[src/rtl/dispense_pkg.sv]
// Shared definitions for the dispense sequencer: state encodings, product
// codes and the recipe lookup.
package dispense_pkg;

  typedef enum logic [2:0] {
    S_IDLE = 3'd0,
    S_CUP  = 3'd1,
    S_FILL = 3'd2,
    S_MIX  = 3'd3,
    S_DONE = 3'd4,
    S_ERR  = 3'd5
  } state_t;

  localparam logic [3:0] CODE_COFFEE    = 4'd1;
  localparam logic [3:0] CODE_TEA       = 4'd2;
  localparam logic [3:0] CODE_MILK      = 4'd3;
  localparam logic [3:0] CODE_CHOCOLATE = 4'd4;
  localparam logic [3:0] CODE_WATER     = 4'd5;
  localparam logic [3:0] CODE_LEMONADE  = 4'd6;

  typedef struct packed {
    logic fill_long;
    logic heat;
    logic mix;
  } recipe_t;

  function automatic logic code_valid(input logic [3:0] code);
    return (code >= CODE_COFFEE) && (code <= CODE_LEMONADE);
  endfunction

  // Invalid codes map to an all-zero recipe; they never reach a timed state.
  function automatic recipe_t recipe(input logic [3:0] code);
    recipe_t r;
    case (code)
      CODE_COFFEE:    r = '{fill_long: 1'b1, heat: 1'b1, mix: 1'b1};
      CODE_TEA:       r = '{fill_long: 1'b1, heat: 1'b1, mix: 1'b0};
      CODE_MILK:      r = '{fill_long: 1'b0, heat: 1'b0, mix: 1'b1};
      CODE_CHOCOLATE: r = '{fill_long: 1'b1, heat: 1'b1, mix: 1'b1};
      CODE_WATER:     r = '{fill_long: 1'b0, heat: 1'b0, mix: 1'b0};
      CODE_LEMONADE:  r = '{fill_long: 1'b0, heat: 1'b0, mix: 1'b1};
      default:        r = '{fill_long: 1'b0, heat: 1'b0, mix: 1'b0};
    endcase
    return r;
  endfunction

endpackage

[src/rtl/dispense_timer.sv]
// Loadable down-counter that parks at zero; zero flags the last cycle of a
// timed state.
module dispense_timer #(
  parameter int TW = 8
) (
  input  logic          clk,
  input  logic          areset,
  input  logic          load,
  input  logic [TW-1:0] load_value,
  output logic          zero
);

  logic [TW-1:0] count;

  always_ff @(posedge clk) begin
    if (areset) begin
      count <= '0;
    end else if (load) begin
      count <= load_value;
    end else if (count != '0) begin
      count <= count - 1'b1;
    end
  end

  assign zero = (count == '0);

endmodule

[src/rtl/dispense_sequencer.sv]
// Timed Moore FSM that runs cup drop, fill, optional mix and serve for a
// selection code received over a valid/ready handshake.
module dispense_sequencer
  import dispense_pkg::*;
#(
  parameter int T_CUP   = 4,
  parameter int T_SHORT = 8,
  parameter int T_LONG  = 16,
  parameter int T_MIX   = 6,
  parameter int TW      = 8
) (
  input  logic       clk,
  input  logic       areset,
  input  logic       sel_valid,
  input  logic [3:0] sel,
  output logic       sel_ready,
  input  logic       cup_present,
  input  logic       abort,
  output logic       cup_drop,
  output logic       water_valve,
  output logic       heater,
  output logic       mixer,
  output logic       busy,
  output logic       done,
  output logic       error,
  output logic [2:0] state_o
);

  localparam logic [TW-1:0] CUP_LD   = TW'(T_CUP - 1);
  localparam logic [TW-1:0] SHORT_LD = TW'(T_SHORT - 1);
  localparam logic [TW-1:0] LONG_LD  = TW'(T_LONG - 1);
  localparam logic [TW-1:0] MIX_LD   = TW'(T_MIX - 1);

  state_t        state;
  state_t        nxt;
  logic [3:0]    code;
  recipe_t       rcp;
  logic          timer_load;
  logic [TW-1:0] timer_value;
  logic          timer_zero;

  assign rcp     = recipe(code);
  assign state_o = state;

  // The timer is reloaded for the following state on every edge that could
  // enter it; a reload on a path that ends in ERR is harmless.
  always_comb begin
    timer_load  = (state == S_IDLE) ||
                  (((state == S_CUP) || (state == S_FILL)) && timer_zero);
    timer_value = '0;
    case (state)
      S_IDLE:  timer_value = CUP_LD;
      S_CUP:   timer_value = rcp.fill_long ? LONG_LD : SHORT_LD;
      S_FILL:  timer_value = MIX_LD;
      default: timer_value = '0;
    endcase
  end

  dispense_timer #(.TW(TW)) u_timer (
    .clk        (clk),
    .areset     (areset),
    .load       (timer_load),
    .load_value (timer_value),
    .zero       (timer_zero)
  );

  // Abort and cup loss win over timer expiry.
  always_comb begin
    nxt = state;
    case (state)
      S_IDLE: begin
        if (sel_valid) nxt = code_valid(sel) ? S_CUP : S_ERR;
      end
      S_CUP: begin
        if (abort)           nxt = S_ERR;
        else if (timer_zero) nxt = cup_present ? S_FILL : S_ERR;
      end
      S_FILL: begin
        if (abort || !cup_present) nxt = S_ERR;
        else if (timer_zero)       nxt = rcp.mix ? S_MIX : S_DONE;
      end
      S_MIX: begin
        if (abort || !cup_present) nxt = S_ERR;
        else if (timer_zero)       nxt = S_DONE;
      end
      S_DONE:  nxt = S_IDLE;
      S_ERR:   nxt = S_IDLE;
      default: nxt = S_IDLE;
    endcase
  end

  // Outputs are registered from the next state so they track state exactly.
  always_ff @(posedge clk) begin
    if (areset) begin
      state       <= S_IDLE;
      code        <= '0;
      sel_ready   <= 1'b1;
      busy        <= 1'b0;
      cup_drop    <= 1'b0;
      water_valve <= 1'b0;
      heater      <= 1'b0;
      mixer       <= 1'b0;
      done        <= 1'b0;
      error       <= 1'b0;
    end else begin
      state <= nxt;
      if ((state == S_IDLE) && sel_valid) code <= sel;
      sel_ready   <= (nxt == S_IDLE);
      busy        <= (nxt != S_IDLE);
      cup_drop    <= (nxt == S_CUP);
      water_valve <= (nxt == S_FILL);
      heater      <= (nxt == S_FILL) && rcp.heat;
      mixer       <= (nxt == S_MIX);
      done        <= (nxt == S_DONE);
      error       <= (nxt == S_ERR);
    end
  end

endmodule

[config.mk]
export PLATFORM = sky130hd
export DESIGN_NAME = dispense_sequencer
export DESIGN_NICKNAME = d
export VERILOG_FILES = /design/src/rtl/dispense_pkg.sv /design/src/rtl/dispense_timer.sv /design/src/rtl/dispense_sequencer.sv
export SDC_FILE = /design/constraint.sdc
export NUM_CORES = 1
export LEC_CHECK = 0
export CAP_MARGIN = 20
export CORE_ASPECT_RATIO = 0.6
export CORE_UTILIZATION = 50
export CTS_BUF_LIST = sky130_fd_sc_hd__clkbuf_2
export CTS_CLUSTER_SIZE = 8
export DETAILED_ROUTE_END_ITERATION = 8
export PLACE_DENSITY = 0.72
export SLEW_MARGIN = 20
export SYNTH_ARGS = -nofsm -noshare
export SYNTH_HDL_FRONTEND = slang
export SYNTH_SLANG_ARGS = --single-unit
[constraint.sdc]
create_clock -name clk -period 3.46 [get_ports clk]
set_clock_uncertainty 0.2 [all_clocks]
set_input_delay 1.038 -clock clk [delete_from_list [all_inputs] [get_ports clk]]
set_output_delay 1.038 -clock clk [all_outputs]
set_load 0.02 [all_outputs]
# == After elaboration in Yosys (flattened, before gate mapping) ==
# Cells that the tools add are included.
# totals
regBits,23
in_bits,9
word_cells,59
# classes
addsub,1
n_lt_le_gt_ge,2
n_eq_ne,13
n_mux,16
reduce_logical,16
# op_table
op,count
3-bit 2-to-1 mux,10
8-bit 2-to-1 mux,2
"3-bit by 2-bit equality test with 1-bit output, second input constant",4
3-bit case mux with 4 select lines,1
4-bit case mux with 3 select lines,1
3-bit case mux with 3 select lines,1
"4-bit by 2-bit equality test with 1-bit output, second input constant",2
"4-bit by 3-bit equality test with 1-bit output, second input constant",2
8-bit logical NOT,1
8-bit nonzero test,1
"8-bit by 1-bit subtractor with 8-bit output, second input constant",1
"3-bit by 1-bit equality test with 1-bit output, second input constant",2
"3-bit equality test, second input constant",2
3-bit logical NOT,2
"4-bit by 1-bit equality test with 1-bit output, second input constant",1
"4-bit by 1-bit greater-or-equal comparator with 1-bit output, second input constant",1
"4-bit by 3-bit <= comparator with 1-bit output, second input constant",1
1-bit logical AND,4
4-bit 2-to-1 mux,1
2-bit OR reduction,2
1-bit logical OR,3
3-bit nonzero test,1
2-bit nonzero test,1
1-bit logical NOT,1

# == Logic depth before layout (Yosys ltp) ==
# Gate-level depths: netlist of run 1.
# depth
word_depth,9
ltp_mapped,6
mapped_depth_nobuf,6

# == Hierarchy ==
# A second synthesis of run 1 with hierarchy kept.
# unflattened
cells_unflattened,133
area_unflattened_um2,1216.2
# modules_own_cells
module,n_inst,cells_per_inst,area_per_inst_um2,seq_area_each_um2
dispense_sequencer,1,80,740.7,300.3
dispense_timer,1,53,475.5,160.2

# == Worst setup path after synthesis of run 1 ==
# Ideal clock, no wire load.
# synth_timing
path_type,input to register
startpoint,input port sel_valid
endpoint,register cup_drop
setup_time_ps,61
arrival_time_ps,2148
required_ps,3199
path_slack_ps,1050
stages,4
path_buffers,0
cell_sequence,or4b_2 -> nand4_1 -> a32oi_1 -> and4b_1
# synth_via
elab_chain_cells,3
# synth_rtl
item,line_no,rtl
"start, declared",dispense_sequencer.sv:14,"input logic sel_valid,"
3-bit 2-to-1 mux,dispense_sequencer.sv:72,if (sel_valid) nxt = code_valid(sel) ? S_CUP : S_ERR;
3-bit case mux with 4 select lines,dispense_sequencer.sv:70,case (state)
3-bit by 1-bit equality test with 1-bit output,dispense_sequencer.sv:110,cup_drop <= (nxt == S_CUP);
"end signal, assigned",dispense_sequencer.sv:110,
"end, declared",dispense_sequencer.sv:19,"output logic cup_drop,"
# Every way passes these cells.
# A chain may end at the register's enable or synchronous reset.

# == Final worst setup path of run 1 ==
# layout_timing
startpoint,register state[0] (netlist: state_o[0])
endpoint,output port state_o[0]
# layout_rtl
item,line_no,rtl
"start, declared",dispense_sequencer.sv:34,state_t state;
"start signal, assigned",dispense_sequencer.sv:106,state <= nxt;
"end, declared",dispense_sequencer.sv:26,output logic [2:0] state_o
# No word-level cell between the ends.

==> results of run 1 <==
-- cell type report --
cell class / instances / share of cell area [%]
clock buffer: 3 / 1.06
clock inverter: 1 / 0.355
inverter: 8 / 2.13
multi-input combinational: 98 / 46.1
sequential: 23 / 32.7
tap: 30 / 2.66
timing repair buffer: 22 / 15.1
-- cells by family (layout without fill, tap and decap cells) --
kind of cell	Yosys count	count (layout)	share of synthesized area [%]
compound gates	33	33	18.2
xor+xnor	9	9	6.69
fa+ha+maj	2	2	2.13
buf+inv	12	34	5.74
flops	23	23	39.1
mux	1	1	0.850
simple gates	53	53	27.3
-- worst min path at each step --
stage | from | end | slack, ps
global route | code[1] | code[1] | 330
floorplan | code[1] | code[1] | 260
detailed placement | code[1] | code[1] | 280
global placement | code[1] | code[1] | 290
CTS | code[1] | code[1] | 310
finish | code[1] | code[1] | 310
-- routing by layer --
metal,global-route usage (%),up-vias,wire length [um]
met3,6.40,0,191
met4,3.33,0,0
li1,-,537,-
met1,35.9,481,1390
met5,0,-,0
met2,30.8,37,1000
-- power by group --
part	internal, uW	leakage (uW)	total [uW]	switching (uW)
Combinational	95.7	0.000318	207	112
Clock	26.2	0.0000164	111	85.1
Sequential	288	0.000188	319	30.6
-- worst min-delay path, delay by kind of cell, from the launching register on --
family,cells,cell delay (ps)
compound gates,1,50
simple gates,1,60
flops,1,380
-- layout by cell type, fill, tap and decap left out, types with 3 or more instances in the layout --
master           netlist  routed
a211oi_1               3       3
a21oi_1               12      12
buf_4                  1       3
clkbuf_2               0       3
clkdlybuf4s50_1        0      19
dfxtp_1               23      23
inv_1                  8       8
nand2_1               10      10
nor2_1                12      12
nor3_1                 7       7
nor4_1                 3       3
o21ai_0                6       6
xnor2_1                5       5
xor2_1                 4       4
-- flip-flops by register name, indices dropped and copies added, names as in the netlist --
name,count
cup_drop,1
code,4
heater,1
busy,1
state_o,3
error,1
sel_ready,1
mixer,1
u_timer.count,8
done,1
water_valve,1
-- per-stage QoR --
step	power, uW	area [um2]
finish	638	1410
global route	680	1410
CTS	636	1410
detailed placement	529	1390
global placement	526	1390
floorplan	468	1180
==> qor.txt, run 1 <==
Mapped Cells: 133
FFs w/ async S/R, synth: 0%
Initial antenna violation count: 0
Largest net degree at the start of global routing: 18
Fillers: 212
Die W: 64.6 um
DRT iter0 DRCs: 81
CP bufs+invs: 1
Synth warnings: 0
Clock buffer depth: 2
Levels on crit path: 1
H-tree levels: 1
Area growth, synth to finish: 19.8%
Row count: 13
Vias in the first global route: 863
Final worst path period need: 3000 ps
Setup slack, reg-to-reg: 1110 ps
Cell Area, Synth: 0.00118 mm2
CTS resizes: 0
Hold buffers post-CTS: 0
Worst-Margin Slew: 551 ps
Post-synth cell types: 45
Hold path depth: 2
Area of the multi-input gates: 649 um2
Critical R2R Capture: cup_drop
First-pass GRT wire length: 4260 um
ANT cells: 0
Die area: 0.00256 mm2
Slew headroom: 63.2%
Crit start category: register
Setup TNS: 0 ps
Max-Cap Viols: 0
ANT nets after route: 0
# DRC: 0
CP required: 2220 ps
Placed insts: 181
Pre-CTS WS: 449 ps
Top cells by count, synth: 23 x dfxtp_1, 12 x a21oi_1, 12 x nor2_1, 10 x nand2_1, 8 x inv_1
I/O Buffers: 19
Root Buffer: clkbuf_2
Vias per std cell: 5.70
Final net count: 167
CP Launch Point: state_o[0]
Core ar.: 0.00220 mm2
Worst EP arrival: 1760 ps
Top-count cell post-synth: dfxtp_1
Clk pin slew, worst setup/hold paths: 220 ps
Post-synthesis sequential area ratio: 39.1%
Top-area cell type share of the netlist area: 39.1%
Final Hold Fails: 0
Peak supply drop: 0.288 mV
Max incr delay on CP: 720 ps
Total Routing Usage GR: 23.2%
Routed via count: 1,055
Sink Count: 23
Worst hold margin: 306 ps
Max-slew violations: 0
Final GP Congestion: 0.866
Element type at the critical path end: output port
Final Setup Violations: 0
Most area-consuming cells after synthesis: dfxtp_1 39%, a21oi_1 5.1%, nor2_1 3.8%
Crit share post-route: 86.8%
Worst-path cell chain: clkdlybuf4s50_1
R2R depth: 6
Setup ws final: 458 ps
Hpwl dp: 1960 um
Critical Path Slowest Stage Cell: dfxtp_1
Register Area: 460 um2
FF-to-FF Start: u_timer.count[0]
Critical path type: register to output port
Pwr dens: 452 mW/mm2
Final WL: 2590 um
End point of the critical path: state_o[0]
Register bit total from synthesis: 23
Min-delay worst type: register to register
Total gr overflow: 0
CTS buffer count: 3
CP delay by family, top: flip-flops
Ys flop type: dfxtp_1
Status: finished clean
LEAKAGE: 0.000523 uW
Synth area leader: dfxtp_1
I/O Pins: 20
Drt pass-1 iters: 4
Postcts setup bufs: 0
Post-synth EDFFs: 0
Clock Latency Late Sink: 350 ps
CP Max Fanout: 17
Util after Layout: 64.2%
Die height: 39.6 um
Peak Freq: 333 MHz
Fin cells: 185
CTS tree: yes
Per-cell routed wire length: 14.0 um
Avg Cell Area, Syn: 8.85 um2
Initial Util: 53.6%
RSZ-0062 raised after global routing: no
Share of layout cells above drive strength 1: 9.68%
Syn_nets: 144
No activity file was read; power rests on OpenSTA's default activity.
==> inputs of run 2 (changes only) <==
Settings changed: CTS_CLUSTER_DIAMETER from default to 40, GPL_ROUTABILITY_DRIVEN from default to 0, HOLD_SLACK_MARGIN from default to 0.05.
==> results of run 2 <==
Final layout, timing and power as in run 1 (identical DEF).
